==> config.mk <==
export PLATFORM = sky130hd
export DESIGN_NAME = alu_seq
export DESIGN_NICKNAME = d
export VERILOG_FILES = /design/src/rtl/alu_seq.sv
export SDC_FILE = /design/constraint.sdc
export NUM_CORES = 1
export LEC_CHECK = 0
export CAP_MARGIN = 20
export CORE_UTILIZATION = 30
export CTS_BUF_LIST = sky130_fd_sc_hd__clkbuf_4 sky130_fd_sc_hd__clkbuf_8
export DETAILED_ROUTE_END_ITERATION = 16
export GPL_TIMING_DRIVEN = 0
export PLACE_DENSITY = 0.47
export SKIP_CTS_REPAIR_TIMING = 1
export SLEW_MARGIN = 20
export SYNTH_ARGS = -nofsm -noshare
export SYNTH_HDL_FRONTEND = slang
export SYNTH_SLANG_ARGS = --single-unit
==> constraint.sdc <==
create_clock -name clk -period 11.41 [get_ports clk]
set_clock_uncertainty 0.2 [all_clocks]
set_input_delay 1.7115 -clock clk [delete_from_list [all_inputs] [get_ports clk]]
set_output_delay 1.7115 -clock clk [all_outputs]
set_load 0.1 [all_outputs]
==> src/rtl/alu_seq.sv <==
// Sequential execute-stage ALU: base integer ops in one registered cycle, RV32M
// multiply/divide on a shared shift-add / restoring-divide datapath.
module alu_seq #(
  parameter  int WIDTH = 32,
  localparam int SHW   = $clog2(WIDTH)
) (
  input  logic             clk,
  input  logic             rst,
  input  logic             start,
  input  logic [4:0]       ALUOp,
  input  logic [WIDTH-1:0] A,
  input  logic [WIDTH-1:0] B,
  output logic             busy,
  output logic             done,
  output logic [WIDTH-1:0] ALURes
);

  localparam int CW = SHW + 1;
  localparam logic [WIDTH-1:0] MIN_NEG = {1'b1, {(WIDTH-1){1'b0}}};

  typedef enum logic [1:0] {S_IDLE, S_EXEC, S_CALC, S_DONE} state_t;

  state_t             state_q;
  logic               busy_q, done_q;
  logic [WIDTH-1:0]   res_q;
  logic [4:0]         op_q;
  logic [WIDTH-1:0]   a_q, b_q, m_q;
  logic [2*WIDTH-1:0] acc_q;
  logic [CW-1:0]      cnt_q;
  logic               neg_lo_q, neg_hi_q;

  // Decode of the request as presented, used only on an accepted start.
  logic [2:0]       in_fn;
  logic             in_div, in_sdiv, in_special, in_sa, in_sb, in_a_neg, in_b_neg;
  logic [WIDTH-1:0] in_a_mag, in_b_mag;

  // NOTE: every always_comb output gets a value on every path, otherwise a latch is inferred.
  always_comb begin
    in_fn      = ALUOp[2:0];
    in_div     = ALUOp[4] & in_fn[2];
    in_sdiv    = in_div & ~in_fn[0];
    in_special = in_div & ((B == '0) | (in_sdiv & (A == MIN_NEG) & (B == '1)));
    in_sa      = in_div ? in_sdiv : ((in_fn == 3'b001) || (in_fn == 3'b010));
    in_sb      = in_div ? in_sdiv : (in_fn == 3'b001);
    in_a_neg   = in_sa & A[WIDTH-1];
    in_b_neg   = in_sb & B[WIDTH-1];
    in_a_mag   = in_a_neg ? -A : A;
    in_b_mag   = in_b_neg ? -B : B;
  end

  // One iteration step and the final sign fix-up.
  logic [WIDTH:0]       mul_sum, div_sh, div_diff;
  logic [2*WIDTH-1:0]   acc_d, prod_d;
  logic [WIDTH-1:0]     quo_d, rem_d, calc_res_d;

  always_comb begin
    mul_sum  = {1'b0, acc_q[2*WIDTH-1:WIDTH]} + (acc_q[0] ? {1'b0, m_q} : '0);
    div_sh   = {acc_q[2*WIDTH-1:WIDTH], acc_q[WIDTH-1]};
    div_diff = div_sh - {1'b0, m_q};
    if (op_q[2]) begin
      // Borrow out of the trial subtraction means the shifted remainder was smaller.
      acc_d = div_diff[WIDTH] ? {div_sh[WIDTH-1:0],   acc_q[WIDTH-2:0], 1'b0}
                              : {div_diff[WIDTH-1:0], acc_q[WIDTH-2:0], 1'b1};
    end else begin
      acc_d = {mul_sum, acc_q[WIDTH-1:1]};
    end
    prod_d = neg_lo_q ? -acc_q : acc_q;
    quo_d  = neg_lo_q ? -acc_q[WIDTH-1:0] : acc_q[WIDTH-1:0];
    rem_d  = neg_hi_q ? -acc_q[2*WIDTH-1:WIDTH] : acc_q[2*WIDTH-1:WIDTH];
    if (op_q[2])                calc_res_d = op_q[1] ? rem_d : quo_d;
    else if (op_q[1:0] == 2'b00) calc_res_d = prod_d[WIDTH-1:0];
    else                        calc_res_d = prod_d[2*WIDTH-1:WIDTH];
  end

  // Single-cycle results: base ops and the divide special cases.
  logic [SHW-1:0]   shamt;
  logic [WIDTH-1:0] base_res, spec_res, fast_res_d;

  always_comb begin
    shamt = b_q[SHW-1:0];
    case (op_q[3:0])
      4'b0000: base_res = a_q + b_q;
      4'b1000: base_res = a_q - b_q;
      4'b0001: base_res = a_q << shamt;
      4'b0010: base_res = {{(WIDTH-1){1'b0}}, ($signed(a_q) < $signed(b_q))};
      4'b0011: base_res = {{(WIDTH-1){1'b0}}, (a_q < b_q)};
      4'b0100: base_res = a_q ^ b_q;
      4'b0101: base_res = a_q >> shamt;
      4'b1101: base_res = $unsigned($signed(a_q) >>> shamt);
      4'b0110: base_res = a_q | b_q;
      4'b0111: base_res = a_q & b_q;
      4'b1001: base_res = b_q;
      default: base_res = '0;
    endcase
    if (b_q == '0) spec_res = op_q[1] ? a_q : '1;
    else           spec_res = op_q[1] ? '0 : a_q;
    fast_res_d = op_q[4] ? spec_res : base_res;
  end

  // NOTE: sequential state uses non-blocking assignments only, so every register
  // samples the values from before the edge.
  always_ff @(posedge clk) begin
    if (rst) begin
      state_q <= S_IDLE;
      busy_q  <= 1'b0;
      done_q  <= 1'b0;
      res_q   <= '0;
      cnt_q   <= '0;
    end else begin
      done_q <= 1'b0;
      case (state_q)
        S_IDLE, S_DONE: begin
          busy_q <= start;
          if (start) begin
            // NOTE: operand and accumulator registers are never reset; they are
            // always loaded here before anything reads them.
            op_q     <= ALUOp;
            a_q      <= A;
            b_q      <= B;
            acc_q    <= {{WIDTH{1'b0}}, (in_div ? in_a_mag : in_b_mag)};
            m_q      <= in_div ? in_b_mag : in_a_mag;
            neg_lo_q <= in_a_neg ^ in_b_neg;
            neg_hi_q <= in_a_neg;
            if (ALUOp[4] && !in_special) begin
              cnt_q   <= CW'(WIDTH);
              state_q <= S_CALC;
            end else begin
              cnt_q   <= '0;
              state_q <= S_EXEC;
            end
          end else begin
            state_q <= S_IDLE;
          end
        end
        S_EXEC: begin
          res_q   <= fast_res_d;
          done_q  <= 1'b1;
          busy_q  <= 1'b0;
          state_q <= S_DONE;
        end
        S_CALC: begin
          if (cnt_q == '0) begin
            res_q   <= calc_res_d;
            done_q  <= 1'b1;
            busy_q  <= 1'b0;
            state_q <= S_DONE;
          end else begin
            acc_q <= acc_d;
            cnt_q <= cnt_q - CW'(1);
          end
        end
        default: state_q <= S_IDLE;
      endcase
    end
  end

  assign busy   = busy_q;
  assign done   = done_q;
  assign ALURes = res_q;

endmodule

# Word-level counts from Yosys, hierarchy flattened

Index checks and enable logic that the tools add are counted.

Add/subtract/negate cells: 10
$lt $le $gt $ge: 2
Equal/unequal tests: 20
Shift-type cells: 3
Multiplexer cells: 37
Bitwise gates (word level): 14
Reduce and logical (&&, ||, !) cells: 16

Operators with widths:

| operator                                                               | count |
|---|---|
| 32-bit two-way mux                                                     | 15 |
| 32-bit one-hot mux with 11 select lines                                | 1 |
| 64-bit two-way mux                                                     | 5 |
| 32-bit negation                                                        | 4 |
| 64-bit one-hot mux with 2 select lines                                 | 1 |
| 32-bit equality test (second input constant)                           | 2 |
| 32-bit logical NOT                                                     | 2 |
| 32-bit less-than comparator                                            | 2 |
| 64-bit negation                                                        | 1 |
| 32-bit one-hot mux with 2 select lines                                 | 1 |
| 32-bit by 32-bit adder with 33-bit output                              | 1 |
| 33-bit by 32-bit subtractor with 33-bit output                         | 1 |
| 32-bit adder                                                           | 1 |
| 32-bit bitwise AND                                                     | 1 |
| 32-bit OR                                                              | 1 |
| 32-bit by 5-bit << shifter with 32-bit output                          | 1 |
| 32-bit by 5-bit right shift with 32-bit output                         | 1 |
| 32-bit by 5-bit >>> shifter with 32-bit output                         | 1 |
| 32-bit subtractor                                                      | 1 |
| 32-bit bitwise XOR                                                     | 1 |
| 6-bit two-way mux                                                      | 3 |
| 4-bit by 3-bit equality test with 1-bit output (second input constant) | 4 |
| 4-bit equality test (second input constant)                            | 3 |
| 6-bit one-hot mux with 2 select lines                                  | 1 |
| 28 further kinds                                                       | 47 |

Register bits: 209
Output and inout bits: 34
Word-level logic and storage cells: 114

# Longest topological paths before layout

Depth in word-level cells: 11
Depth in mapped cells: 16
Mapped depth without buffers: 14

# Least setup slack after synthesis

Ideal clock, no wire load.

Path kind: input port to flip-flop
Start point: in start
End point: reg acc_q[0], enable pin
Library setup time: 0.487 ns
Arrival time: 4.838 ns
Setup slack: 5.886 ns
Stages: 4
Cells stage by stage: inv_1 a21o_1 nand2b_1 nor2_1

Longest elaborated chain between the ends: 2

Ends and longest elaborated chain:

| item                            | RTL line | source |
|---|---|---|
| start: declaration              | 9        | `input logic start,` |
| 2-bit inequality test (no line) | -        |  |
| 4-bit AND reduction (no line)   | -        |  |
| end signal: assignment          | 120      | `acc_q <= {{WIDTH{1'b0}}, (in_div ? in_a_mag : in_b_mag)};` |
| end: declaration                | 28       | `logic [2*WIDTH-1:0] acc_q;` |

No other way between the ends.
A chain may end at the register's enable or synchronous reset.

# Worst setup path in the final report

Start point: reg b_q[2]
End point: reg res_q[27], in the netlist ALURes[27]

Longest elaborated chain between the ends: 4
Elaborated cells between the ends (all ways): 10
Classes of those cells: add/sub (2); shift (3); mux (4); reduce/logical (1)

Ends and longest elaborated chain:

| item                                                                                 | RTL line | source |
|---|---|---|
| start: declaration                                                                   | 27       | `logic [WIDTH-1:0] a_q, b_q, m_q;` |
| start signal: assignment                                                             | 119      | `b_q <= B;` |
| 32-bit subtractor, or another cell as far along                                      | 83       | `4'b1000: base_res = a_q - b_q;` |
| 32-bit one-hot mux with 11 select lines / 32-bit two-way mux (equally long branches) | 81, 95   |  |
| 32-bit two-way mux (*)                                                               | 97       | `fast_res_d = op_q[4] ? spec_res : base_res;` |
| 32-bit one-hot mux with 2 select lines (*)                                           | 111      | `case (state_q)` |
| end signal: assignment                                                               | 136      | `res_q <= fast_res_d;` |
| end signal: assignment                                                               | 143      | `res_q <= calc_res_d;` |
| end: declaration                                                                     | 25       | `logic [WIDTH-1:0] res_q;` |

Every way passes the cells marked *; elsewhere a longest branch is shown, timed or not.

==> results.md <==
- Largest net degree at the start of global routing: 55
- Nets: 3703
- All-Layer GR Usage: 33.2%
- Main synth FF type: edfxtp_1
- Worst IR Drop VDD: 0.187 mV
- Crit path max fanout: 11
- First-pass GRT wire length: 211000 µm
- Reg2reg path depth: 15
- Number of fill cells: 9327
- Mean Syn Cell Area: 7.93 µm²
- Status: finished clean
- Storage cell area: 5860 µm²
- Final ANT Viol Nets: 0
- CP cell instances: clkbuf_1, inv_1, buf_1, clkbuf_1, buf_2, ha_1, a221oi_1, o21ai_1, o311a_1, nor3_1, o21a_1, mux2i_1, o21ai_1, nor4_1, a21oi_1
- Pwr/cell area: 232 nW/µm²
- CTS tree: yes
- Worst hold stages: 2
- CP arrival: just over 7000 ps
- GP Congestion: ~1.1
- Count of cell types in the netlist: 97
- Combinational share of power: 64.0%
- Final Hold Fails: 0
- Fin cells: 4632
- Clock share of power: approximately 14%
- Routed len/inst: 32.8 µm
- Data required time at the worst endpoint: around 12000 ps
- Hold/Removal Path Class: reg -> reg
- Max Freq: 144 MHz
- Compound-gate portion of the synthesized area: 26.3%
- Multiplexer share of the synthesized area: around a tenth
- EDFF count, synth: 167
- Longest Clk Path Bufs: 3
- CTS sink cnt: 209
- Area Overhead vs Synth: 14.0%
- Adder-Cell Fraction of Synth Area: under 10%
- Clk_lat worst skew: 700 ps
- Die width: 297 µm
- Seq/Total Area, Yosys: between 20% and 30%
- # DRC: 0
- Clk slew on worst S/H paths: roughly 60 ps
- Share of cells above drive strength 1: under 10%
- Critical path's slowest cell: a221oi_1
- I/O pins: 106
- Grt ovf: 0
- Slew of the pin with the lowest slew margin: 1220 ps
- Critical Path Max Stage Delay: just over 600 ps
- WL final: about 150000 µm
- Initial core utilization: 30.5%
- Number of H-tree levels: 2
- CTS Buf Count: 44
- Setup TNS: 0 ps
- Vias per inst: 6.29
- Switching Fraction: 56.0%
- Core Area: 85700 µm²
- Simple-Gate Fraction of Synth Area: 19.0%
- Via count: 29100
- Initial antenna violation count: 12
- Syn Inst Count: 3291
- RSZ-0062 raised after global routing: no
- IO buf count: roughly 110
- Minimum clock period: 6950 ps
- Syn Std Cell Area: 26100 µm²
- Dpl cells: 4548
- Final setup fails: 0
- Startpoint Class: register
- Root Buffer: clkbuf_8
- Initial drt markers: 4065
- Post-route cell area: 29700 µm²
- Period utilization: 60.9%
- DP Wirelength: between 100000 and 150000 µm
- TritonRoute pass-1 iters: 6
- Die Ht: 297 µm
- Internal power: around 3.0 mW
- Largest family of logic cells by synthesized area: compound AO/OA/AOI/OAI gates
- Synth Register Bits: 209
- XOR/XNOR Fraction of Synth Area: a little over 7%
- Number of max-cap violations: 0
- Final hold slack: between 200 and 300 ps
- Multi-input gate area: 18800 µm²
- Vias in the first global route: between 20000 and 30000
- Synth Warn #: 0
- Reg power frac: between 20% and 30%
- Slew Limit Fails: 0
- Placed Area: approximately 29000 µm²
- Asr flop ratio synth: 0%
- Crit path kind: reg -> reg
- Die area: about 90000 µm²
- Slew margin rel.: 18.5%
- Psw: 3.87 mW
- Static Leakage: around 11 nW
- Worst setup EP type: register
- Syn nets: ~3500
- FP Rows: 107
-- synthesized netlist by cell type, types with 29 or more instances --
cell type,n,share of area [%]
a211oi_1,41,1.2
a21o_1,57,1.6
a21oi_1,283,5.4
a221oi_1,31,1.0
a31oi_1,49,1.2
clkbuf_1,173,2.5
dfxtp_1,42,3.2
edfxtp_1,167,19
ha_1,177,8.5
inv_1,164,2.4
mux2i_1,96,3.7
mux4_2,66,5.7
nand2_1,286,4.1
nand2b_1,32,0.77
nand3_1,79,1.5
nor2_1,341,4.9
nor3_1,73,1.4
nor4_1,36,0.86
o211ai_1,31,0.89
o21ai_0,195,3.7
o21ai_1,49,0.94
o22ai_1,29,0.70
o31ai_1,42,1.2
or3_1,39,0.93
xnor2_1,94,3.2
xor2_1,117,3.9
-- critical path: cells and delay by family, from the launching register on --
family                   cells  cell delay, ps
multiplexers                 1             270
flip-flops                   1             530
AND/OR/NAND/NOR              2            1130
buffers and inverters        5            2110
AO/OA/AOI/OAI                6            2080
adder cells (fa/ha/maj)      1             400
-- registers in the layout, indices dropped and copies added (netlist names) --
| name | cells |
|---|---|
| neg_hi_q | 1 |
| m_q | 32 |
| a_q | 32 |
| acc_q | 64 |
| op_q | 5 |
| neg_lo_q | 1 |
| done | 1 |
| b_q | 32 |
| cnt_q | 6 |
| busy | 1 |
| state_q | 2 |
| ALURes | 32 |
-- cell type report --
| class | count | area share [%] |
|---|---|---|
| diodes | 4 | 0.0337 |
| plain buffers | 222 | 2.94 |
| clock buffers | 60 | 2.50 |
| clock inverters | 20 | 0.770 |
| inverters | 172 | 2.17 |
| multi-input cells | 2688 | 63.1 |
| flip-flops and latches | 209 | 19.7 |
| well taps | 1144 | 4.81 |
| repair buffers | 113 | 4.01 |
-- power groups by stage --
stage / Combinational, mW / Clock, mW / Sequential [mW]
finish: 4.41 / 0.940 / 1.54
global route: 4.65 / 0.980 / 1.54
CTS: 4.29 / 0.953 / 1.51
detailed placement: 4.27 / 0 / 1.52
global placement: 4.25 / 0 / 1.56
floorplan: 2.52 / 0 / 1.63
-- per-stage QoR --
stage	utilization, %	setup WS (ps)	total power, mW
floorplan	-	5890	4.15
global placement	33.4	2850	5.80
detailed placement	33.6	4670	5.80
CTS	34.7	4620	6.75
global route	34.7	4390	7.17
finish	34.7	4460	6.90
-- cells in the final DEF (no fill, tap or decap), drive strengths merged, types with 80 or more instances in the layout --
cell,instances
clkdlybuf4s50,105
nor2,342
xnor2,94
ha,177
mux2i,96
nand2,286
xor2,117
edfxtp,167
clkbuf,234
inv,171
nand3,80
a21oi,284
o21ai,246
-- kinds of logic (layout without fill, tap and decap cells) --
kind of cell / Yosys count / after routing
DFF: 209 / 209
and+or+nand+nor: 1048 / 1048
other: 0 / 4
buffers and inverters: 394 / 587
AOI/OAI and AO/OA: 1056 / 1056
muxes: 178 / 178
adders and majority gates: 195 / 195
xor gates and xnor gates: 211 / 211
-- metal layers --
layer / up-vias / track usage, % / routed length, µm
met1: 14400 / 48.0 / 68100
met4: 6 / 13.5 / 7070
met5: - / 0 / 41
met2: 1768 / 47.4 / 61800
met3: 308 / 7.06 / 15200
li1: 12700 / - / -
-- path summary, 6_finish.rpt --
path             start         end  slack [ps]
max             b_q[2]  ALURes[27]        4460
min          ALURes[4]   ALURes[4]         260
max reg2reg     b_q[2]  ALURes[27]        4460
min reg2reg  ALURes[4]   ALURes[4]         260
Power figures use the tool's default switching activity.
